### config.mk
export PLATFORM = sky130hd
export DESIGN_NAME = map_arbiter
export DESIGN_NICKNAME = d
export VERILOG_FILES = /design/src/rtl/game_pkg.sv /design/src/rtl/map_ram.sv /design/src/rtl/map_arbiter.sv
export SDC_FILE = /design/constraint.sdc
export NUM_CORES = 2
export LEC_CHECK = 0
export ABC_AREA = 1
export CAP_MARGIN = 5
export CORE_ASPECT_RATIO = 0.5
export CORE_MARGIN = 1.5
export CORE_UTILIZATION = 58
export DETAILED_ROUTE_END_ITERATION = 10
export DONT_BUFFER_PORTS = 1
export PLACE_DENSITY = 0.76
export SETUP_SLACK_MARGIN = 0.2
export SLEW_MARGIN = 0
export SYNTH_ARGS = -nofsm -noshare
export SYNTH_HDL_FRONTEND = slang
export SYNTH_SLANG_ARGS = --single-unit
### constraint.sdc
create_clock -name clk -period 84 [get_ports clk]
set_input_delay 8.4 -clock clk [delete_from_list [all_inputs] [get_ports clk]]
set_output_delay 8.4 -clock clk [all_outputs]
set_load 0.005 [all_outputs]
### src/rtl/game_pkg.sv
// ============================================================================
// Module      : game_pkg
// Description : Shared playfield constants, arbiter state type and map helpers.
// Revision    : 1.0 - initial release
// ============================================================================
`default_nettype none

package game_pkg;

    localparam int MAP_W     = 64;
    localparam int MAP_H     = 44;
    localparam int COORD_W   = 6;
    localparam int MAP_CELLS = MAP_W * MAP_H;
    localparam int MAP_AW    = $clog2(MAP_CELLS);

    typedef enum logic [0:0] {
        INIT  = 1'b0,
        SERVE = 1'b1
    } map_arb_state_t;

    function automatic logic is_border(input logic [COORD_W-1:0] x,
                                       input logic [COORD_W-1:0] y);
        return (x == '0) || (x == COORD_W'(MAP_W - 1)) ||
               (y == '0) || (y == COORD_W'(MAP_H - 1));
    endfunction

    // Row-major cell index, x fastest
    function automatic logic [MAP_AW-1:0] cell_addr(input logic [COORD_W-1:0] x,
                                                    input logic [COORD_W-1:0] y);
        return MAP_AW'(y) * MAP_AW'(MAP_W) + MAP_AW'(x);
    endfunction

endpackage

`default_nettype wire

### src/rtl/map_ram.sv
// ============================================================================
// Module      : map_ram
// Description : Single-port 1-bit synchronous RAM, read-first, 1-cycle latency.
// Revision    : 1.0 - initial release
// ============================================================================
`default_nettype none

module map_ram #(
    parameter int DEPTH = 2816,
    parameter int AW    = 12
) (
    input  logic          clk,
    input  logic [AW-1:0] i_addr,
    input  logic          i_we,
    input  logic          i_wdata,
    output logic          o_rdata
);

    logic r_mem [DEPTH];
    logic r_q;

    always_ff @(posedge clk) begin
        if (i_we) begin
            r_mem[i_addr] <= i_wdata;
        end
        r_q <= r_mem[i_addr];
    end

    assign o_rdata = r_q;

endmodule

`default_nettype wire

### src/rtl/map_arbiter.sv
// ============================================================================
// Module      : map_arbiter
// Description : Owns the wall map RAM; initialises it and arbitrates VGA and
//               two game-logic clients. MAP_ARB_RR_EN selects round-robin
//               between clients, otherwise client 0 has fixed priority.
// Revision    : 1.0 - initial release
// ============================================================================
`default_nettype none

module map_arbiter
    import game_pkg::*;
(
    input  logic        clk,
    input  logic        rst_n,
    input  logic        i_init,
    output logic        o_init_done,
    input  logic        i_vga_busy,
    input  logic [5:0]  i_vga_x,
    input  logic [5:0]  i_vga_y,
    output logic        o_vga_is_wall,
    input  logic [1:0]  i_req,
    input  logic [1:0]  i_we,
    input  logic [1:0]  i_wdata,
    input  logic [11:0] i_req_x,
    input  logic [11:0] i_req_y,
    output logic [1:0]  o_gnt,
    output logic [1:0]  o_rvalid,
    output logic        o_rdata
);

    map_arb_state_t       r_state, w_state_next;
    logic [COORD_W-1:0]   r_ix, r_iy, w_ix_next, w_iy_next;
    logic [1:0]           r_cand, w_cand_next, w_req, r_rvalid;
    logic                 r_oor, r_vga_rd, r_vga_oor, r_vga_hold;
    logic                 w_serve;
    logic [COORD_W-1:0]   w_cx, w_cy;
    logic                 w_cwe, w_cwdata, w_c_oor, w_vga_oor;
    logic [MAP_AW-1:0]    w_addr;
    logic                 w_we, w_wdata, w_ram_q;

    assign w_serve = (r_state == SERVE);

    // A registered candidate is withdrawn if VGA takes the port this cycle
    assign o_gnt = r_cand & {2{w_serve & ~i_vga_busy}};

    assign w_cx      = o_gnt[1] ? i_req_x[11:6] : i_req_x[5:0];
    assign w_cy      = o_gnt[1] ? i_req_y[11:6] : i_req_y[5:0];
    assign w_cwe     = o_gnt[1] ? i_we[1]    : i_we[0];
    assign w_cwdata  = o_gnt[1] ? i_wdata[1] : i_wdata[0];
    assign w_c_oor   = (w_cy >= COORD_W'(MAP_H));
    assign w_vga_oor = (i_vga_y >= COORD_W'(MAP_H));

    always_comb begin
        w_state_next = r_state;
        w_ix_next    = r_ix;
        w_iy_next    = r_iy;
        w_addr       = '0;
        w_we         = 1'b0;
        w_wdata      = 1'b0;
        case (r_state)
            INIT: begin
                w_addr  = cell_addr(r_ix, r_iy);
                w_we    = 1'b1;
                w_wdata = is_border(r_ix, r_iy);
                if (i_init) begin
                    w_ix_next = '0;
                    w_iy_next = '0;
                end else if (r_ix == COORD_W'(MAP_W - 1)) begin
                    w_ix_next = '0;
                    if (r_iy == COORD_W'(MAP_H - 1)) begin
                        w_iy_next    = '0;
                        w_state_next = SERVE;
                    end else begin
                        w_iy_next = r_iy + COORD_W'(1);
                    end
                end else begin
                    w_ix_next = r_ix + COORD_W'(1);
                end
            end
            SERVE: begin
                if (i_vga_busy) begin
                    w_addr = w_vga_oor ? '0 : cell_addr(i_vga_x, i_vga_y);
                end else if (|o_gnt) begin
                    w_addr  = w_c_oor ? '0 : cell_addr(w_cx, w_cy);
                    w_we    = w_cwe & ~w_c_oor;
                    w_wdata = w_cwdata;
                end
                if (i_init) begin
                    w_state_next = INIT;
                    w_ix_next    = '0;
                    w_iy_next    = '0;
                end
            end
            default: w_state_next = INIT;
        endcase
    end

    assign w_req = i_req & {2{w_serve & ~i_init & ~i_vga_busy}};

`ifdef MAP_ARB_RR_EN
    logic r_last;
    logic w_last_eff;

    // A grant issuing this cycle counts as most recent for the next decision
    assign w_last_eff = (|o_gnt) ? o_gnt[1] : r_last;

    always_comb begin
        w_cand_next = w_req;
        if (&w_req) begin
            w_cand_next = w_last_eff ? 2'b01 : 2'b10;
        end
    end

    always_ff @(posedge clk or negedge rst_n) begin
        if (!rst_n) begin
            r_last <= 1'b1;
        end else if (|o_gnt) begin
            r_last <= o_gnt[1];
        end
    end
`else
    always_comb begin
        w_cand_next = w_req;
        if (&w_req) begin
            w_cand_next = 2'b01;
        end
    end
`endif

    always_ff @(posedge clk or negedge rst_n) begin
        if (!rst_n) begin
            r_state    <= INIT;
            r_ix       <= '0;
            r_iy       <= '0;
            r_cand     <= '0;
            r_rvalid   <= '0;
            r_oor      <= 1'b0;
            r_vga_rd   <= 1'b0;
            r_vga_oor  <= 1'b0;
            r_vga_hold <= 1'b0;
        end else begin
            r_state    <= w_state_next;
            r_ix       <= w_ix_next;
            r_iy       <= w_iy_next;
            r_cand     <= w_cand_next;
            r_rvalid   <= o_gnt;
            r_oor      <= w_c_oor;
            r_vga_rd   <= w_serve & i_vga_busy;
            r_vga_oor  <= w_vga_oor;
            r_vga_hold <= o_vga_is_wall;
        end
    end

    map_ram #(
        .DEPTH (MAP_CELLS),
        .AW    (MAP_AW)
    ) u_map_ram (
        .clk     (clk),
        .i_addr  (w_addr),
        .i_we    (w_we),
        .i_wdata (w_wdata),
        .o_rdata (w_ram_q)
    );

    // Out-of-range cells read as wall
    assign o_vga_is_wall = w_serve & (r_vga_rd ? (r_vga_oor | w_ram_q) : r_vga_hold);
    assign o_rvalid      = r_rvalid;
    assign o_rdata       = (|r_rvalid) & (r_oor | w_ram_q);
    assign o_init_done   = w_serve;

endmodule

`default_nettype wire

==> results.txt <==
----------------------------------------------------
[Yosys]
  Portion of synthesized cell area occupied by the leading cell type ... 65.6%
  Multiplexer share of the synthesized area ... 0%
  Mean Syn Cell Area ... 9.27 sq um
  Syn Std Cell Area ... 0.129 sq mm
  Dominant combinational cell family by area after synthesis ... simple AND/OR/NAND/NOR gates
  Ranking of synthesized cells by area ... sky130_fd_sc_hd__edfxtp_1 (66%), sky130_fd_sc_hd__nand2_1 (17%), sky130_fd_sc_hd__nor2_1 (8.6%), sky130_fd_sc_hd__nand3_1 (1.8%), sky130_fd_sc_hd__buf_2 (1.7%)
  Synthesized net count ... 13969
  Adder and majority gate portion of the synthesized area ... 0.0388%
  Cell type with the largest total area after synthesis ... sky130_fd_sc_hd__edfxtp_1
  Distinct cell type count after synthesis ... 42
  Share of async-settable or async-resettable flops after synthesis ... 0.740%
  Cells after synthesis ... 13919
  Post-synthesis sequential area ratio ... 66.0%
  Simple-gate share of the synthesized area ... 28.9%
  Count of state elements after synthesis ... 2838
  EDFF count, synth ... 2816
  Parity-gate share of the synthesized area counting xor and xnor cells ... 0.0204%
  Fraction of the mapped netlist area in compound gates ... 1.34%
  Flip-flop cell with the highest count after synthesis ... sky130_fd_sc_hd__edfxtp_1
  Number of warnings printed during yosys synthesis ... 0

[Layout]
  Sequential cell area ... 0.0851 sq mm
  Final non-filler cell area ... 0.138 sq mm
  Layout area overhead ... 7.05%
  Total area of multi-input combinational cells ... 0.0393 sq mm
  Final non-filler cell total ... 16497
  Fraction of layout cells with a size suffix above 1 ... 5.17%
  Count of fill cells added during filler insertion ... 17267
  Number of nets in the final layout ... 13390

[Power]
  Design internal power ... 2320 uW
  Leakage ... 0.0507 uW
  Reg power frac ... 53.6%
  Total net switching power ... 751 uW
  Power share of the clock group ... 37.4%
  Switching Fraction ... 24.5%
  Pwr dens ... 22.2 mW/mm^2
  Share of power burned in combinational logic ... 9.1%
  Post-route total power ... 3070 uW
  Worst-case vdd ir drop ... 0.0000171 V

[Die]
  Vertical extent of the die ... 336 um
  I/O pin total ... 53
  DIE AREA ... 0.225 sq mm
  Die W ... 670 um
  Initial core utilization ... 58.3%
  Core Box Area ... 0.221 sq mm
  Number of standard-cell rows in the floorplan ... 122

[STA]
  Max-slew headroom at the worst pin ... 13.5%
  Highest clock frequency the design can meet ... 57.3 MHz
  Final critical delay including setup and external delays ... 17440 ps
  Worst clock skew ... 38.0 ps
  RSZ-0062 raised after global routing ... no
  Final TNS setup ... 0 ps
  Hold slack ... 524 ps
  Final Hold Violating Endpoints ... 0
  Transition at the pin with the smallest max-transition slack ... 1300 ps
  Period Utilization, post-route ... 20.8%
  # setup viols final ... 0
  Final Slew Violations ... 0

[Critical path]
  Type of origin of the critical path ... primary input
  Critical Path Stages ... 3
  Cell seen most often among critical-path stages ... sky130_fd_sc_hd__inv_2
  Kind of cell adding the most delay to the critical path ... buffers and inverters
  Required arrival time at the worst endpoint ... 75600 ps
  Critical path, cell by cell ... inv_2 > nand3_2 > inv_2
  Worst Reg-to-Reg Cells ... 28
  Worst endpoint data arrival time ... 9040 ps
  Worst flop-to-flop path startpoint ... o_init_done$_DFF_PN0_
  Type of the worst setup path ... primary input to output pin
  Kind of end point of the critical path ... output pin
  Setup slack on the worst flop-to-flop path ... 76030 ps
  Worst Path Buf+Inv ... 2
  Max incr delay on CP ... 300 ps
  Critical Path Slowest Stage Cell ... sky130_fd_sc_hd__inv_2
  Terminus of the critical flop-to-flop path ... u_map_ram.o_rdata$_DFF_P_
  Worst-path fanout max ... 16

[Drt]
  Detailed-routed wire length on met3 ... 57.7 mm
  WL per Instance ... 22.8 um
  Wl on met1 ... 136 mm
  Detailed-routing iteration count for the pre-antenna-repair pass ... 9
  Final wirelength ... 376 mm
  Max Used Layer ... met5
  First-iteration detailed-routing DRC count ... 17082
  Post-DRT Antenna Nets ... 0
  Total number of vias ... 98471
  Number of remaining DRC errors ... 0
  Detail Route met2 WL ... 166 mm
  Via-per-instance ratio ... 5.97

[GRT]
  Global route overflow ... 0
  Global routing usage summed across all routing layers ... 32.5%
  Number of antenna violations at the first check in global routing ... 4
  First-pass GRT wire length ... 551 mm
  Largest net degree at the start of global routing ... 298
  Number of global-route vias before repair ... 90024

[Hold path]
  Type of the tightest min-delay check ... flop to flop
  Worst Hold Depth ... 1
  Hold worst-path end ... r_vga_hold$_DFF_PN0_
  Worst Hold Launch ... r_vga_rd$_DFF_PN0_

[Place]
  Placed inst area ... 0.130 sq mm
  Count of buffers from port buffering ... 0
  HPWL after detailed placement ... 184 mm
  Cell count after placement ... 16048
  Placer congestion estimate ... 0.901

[Clocking]
  Max clock buf depth ... 4
  Deepest level of the CTS H-tree ... 5
  Clock tree from TritonCTS ... done
  Number of hold buffers added after CTS ... 0
  Total clock buffers created by CTS ... 266
  Quantity of gates resized following cts ... 0
  Worst skew pair latency ... 870 ps
  Total number of clock tree sinks ... 2838
  Post-CTS clock slew at the launch and capture registers of the worst setup and hold paths ... 60 ps
  Setup Fix Bufs, Post-CTS ... 0
  Cell at the root of the clock tree ... sky130_fd_sc_hd__clkbuf_16

[Job]
  Reported max-cap violation count ... 0

[Status]
  Outcome ... completed

----------------------------------------------------
[per-layer routing]
layer	track usage (%)	vias up
li1	-	43681
met1	45.1	46782
met2	49.7	6991
met3	8.04	1015
met4	13.2	2
met5	0	-
[power by group through the flow]
| stage | registers [uW] | clock network (uW) | logic (uW) |
|---|---|---|---|
| 2_1_floorplan | 1970 | 0 | 169 |
| 3_3_place_gp | 1670 | 0 | 261 |
| 3_5_place_dp | 1670 | 0 | 267 |
| 4_1_cts | 1640 | 1150 | 268 |
| 5_1_grt | 1640 | 1200 | 298 |
| 6_report | 1640 | 1150 | 279 |
[cell type report]
class | count | share of cell area [%]
clock inverters | 98 | 0.513
well taps | 2976 | 2.70
clock buffers | 350 | 5.21
inverters | 52 | 0.158
flip-flops and latches | 2838 | 61.6
multi-input cells | 9959 | 28.5
repair buffers | 223 | 1.31
diodes | 1 | 0.00181
[cell families (layout without fill, tap and decap cells)]
| family | count (synthesis) | count (layout) |
|---|---|---|
| flip-flops | 2838 | 2838 |
| buffers and inverters | 1122 | 723 |
| adder cells (fa/ha/maj) | 4 | 4 |
| other | 0 | 1 |
| XOR/XNOR | 3 | 3 |
| AO/OA/AOI/OAI | 332 | 332 |
| AND/OR/NAND/NOR | 9620 | 9620 |
[cells in the mapped netlist, drive strengths merged, types with 6 or more instances]
cell / n
a21oi: 21
nand3: 466
a22oi: 6
clkbuf: 558
nand2: 6054
dfrtp: 21
nor2: 2973
buf: 512
edfxtp: 2816
o21ai: 286
inv: 52
nor3: 16
nand4: 105
[registers in the layout, indices dropped and copies added (netlist names)]
name               cells
u_map_ram.r_mem     2816
r_ix                   6
r_iy                   6
o_rvalid               2
r_cand                 2
o_init_done            1
r_oor                  1
r_vga_hold             1
r_vga_oor              1
r_vga_rd               1
u_map_ram.o_rdata      1
[placed cells by master (no fill, tap or decap), types with 2 or more instances in the layout]
cell                        count
sky130_fd_sc_hd__nand2_4        2
sky130_fd_sc_hd__ha_1           4
sky130_fd_sc_hd__dfrtp_1       21
sky130_fd_sc_hd__clkbuf_16    276
sky130_fd_sc_hd__o21ai_0      284
sky130_fd_sc_hd__o21a_1         5
sky130_fd_sc_hd__inv_1         46
sky130_fd_sc_hd__edfxtp_1    2816
sky130_fd_sc_hd__inv_6          7
sky130_fd_sc_hd__clkbuf_1      73
sky130_fd_sc_hd__nor2_4        12
sky130_fd_sc_hd__buf_12        11
sky130_fd_sc_hd__nand2_1     5940
sky130_fd_sc_hd__buf_4        212
sky130_fd_sc_hd__a22oi_1        6
sky130_fd_sc_hd__inv_8          3
sky130_fd_sc_hd__or2_2          4
sky130_fd_sc_hd__nand4_1      105
sky130_fd_sc_hd__o22ai_1        4
sky130_fd_sc_hd__nor3_1         7
sky130_fd_sc_hd__o21ai_1        2
sky130_fd_sc_hd__clkinv_2      28
sky130_fd_sc_hd__inv_2          3
sky130_fd_sc_hd__a21oi_1       19
sky130_fd_sc_hd__nor2_2         2
sky130_fd_sc_hd__xor2_1         2
sky130_fd_sc_hd__nand3_1      465
sky130_fd_sc_hd__o211ai_1       3
sky130_fd_sc_hd__bufinv_16      9
sky130_fd_sc_hd__nor3_4         8
sky130_fd_sc_hd__nor2_1      2959
sky130_fd_sc_hd__nand2_2      111
sky130_fd_sc_hd__clkinv_1      51
[metrics by stage]
stage	setup WS, ps	utilization (%)
2_1_floorplan	27340	-
3_3_place_gp	66620	58.9
3_5_place_dp	66570	58.9
4_1_cts	66570	62.4
5_1_grt	66500	62.4
6_report	66560	62.4
[worst max path at each step]
stage	start	end	slack [ps]
2_1_floorplan	i_vga_busy	u_map_ram.r_mem[0]$_DFFE_PP_	27340
4_1_cts	i_vga_busy	o_gnt[1]	66570
3_3_place_gp	i_vga_busy	o_gnt[1]	66620
3_5_place_dp	i_vga_busy	o_gnt[1]	66570
5_1_grt	i_vga_busy	o_gnt[1]	66500
6_report	i_vga_busy	o_gnt[1]	66560
Note: power is estimated with default switching activity, not from simulation.
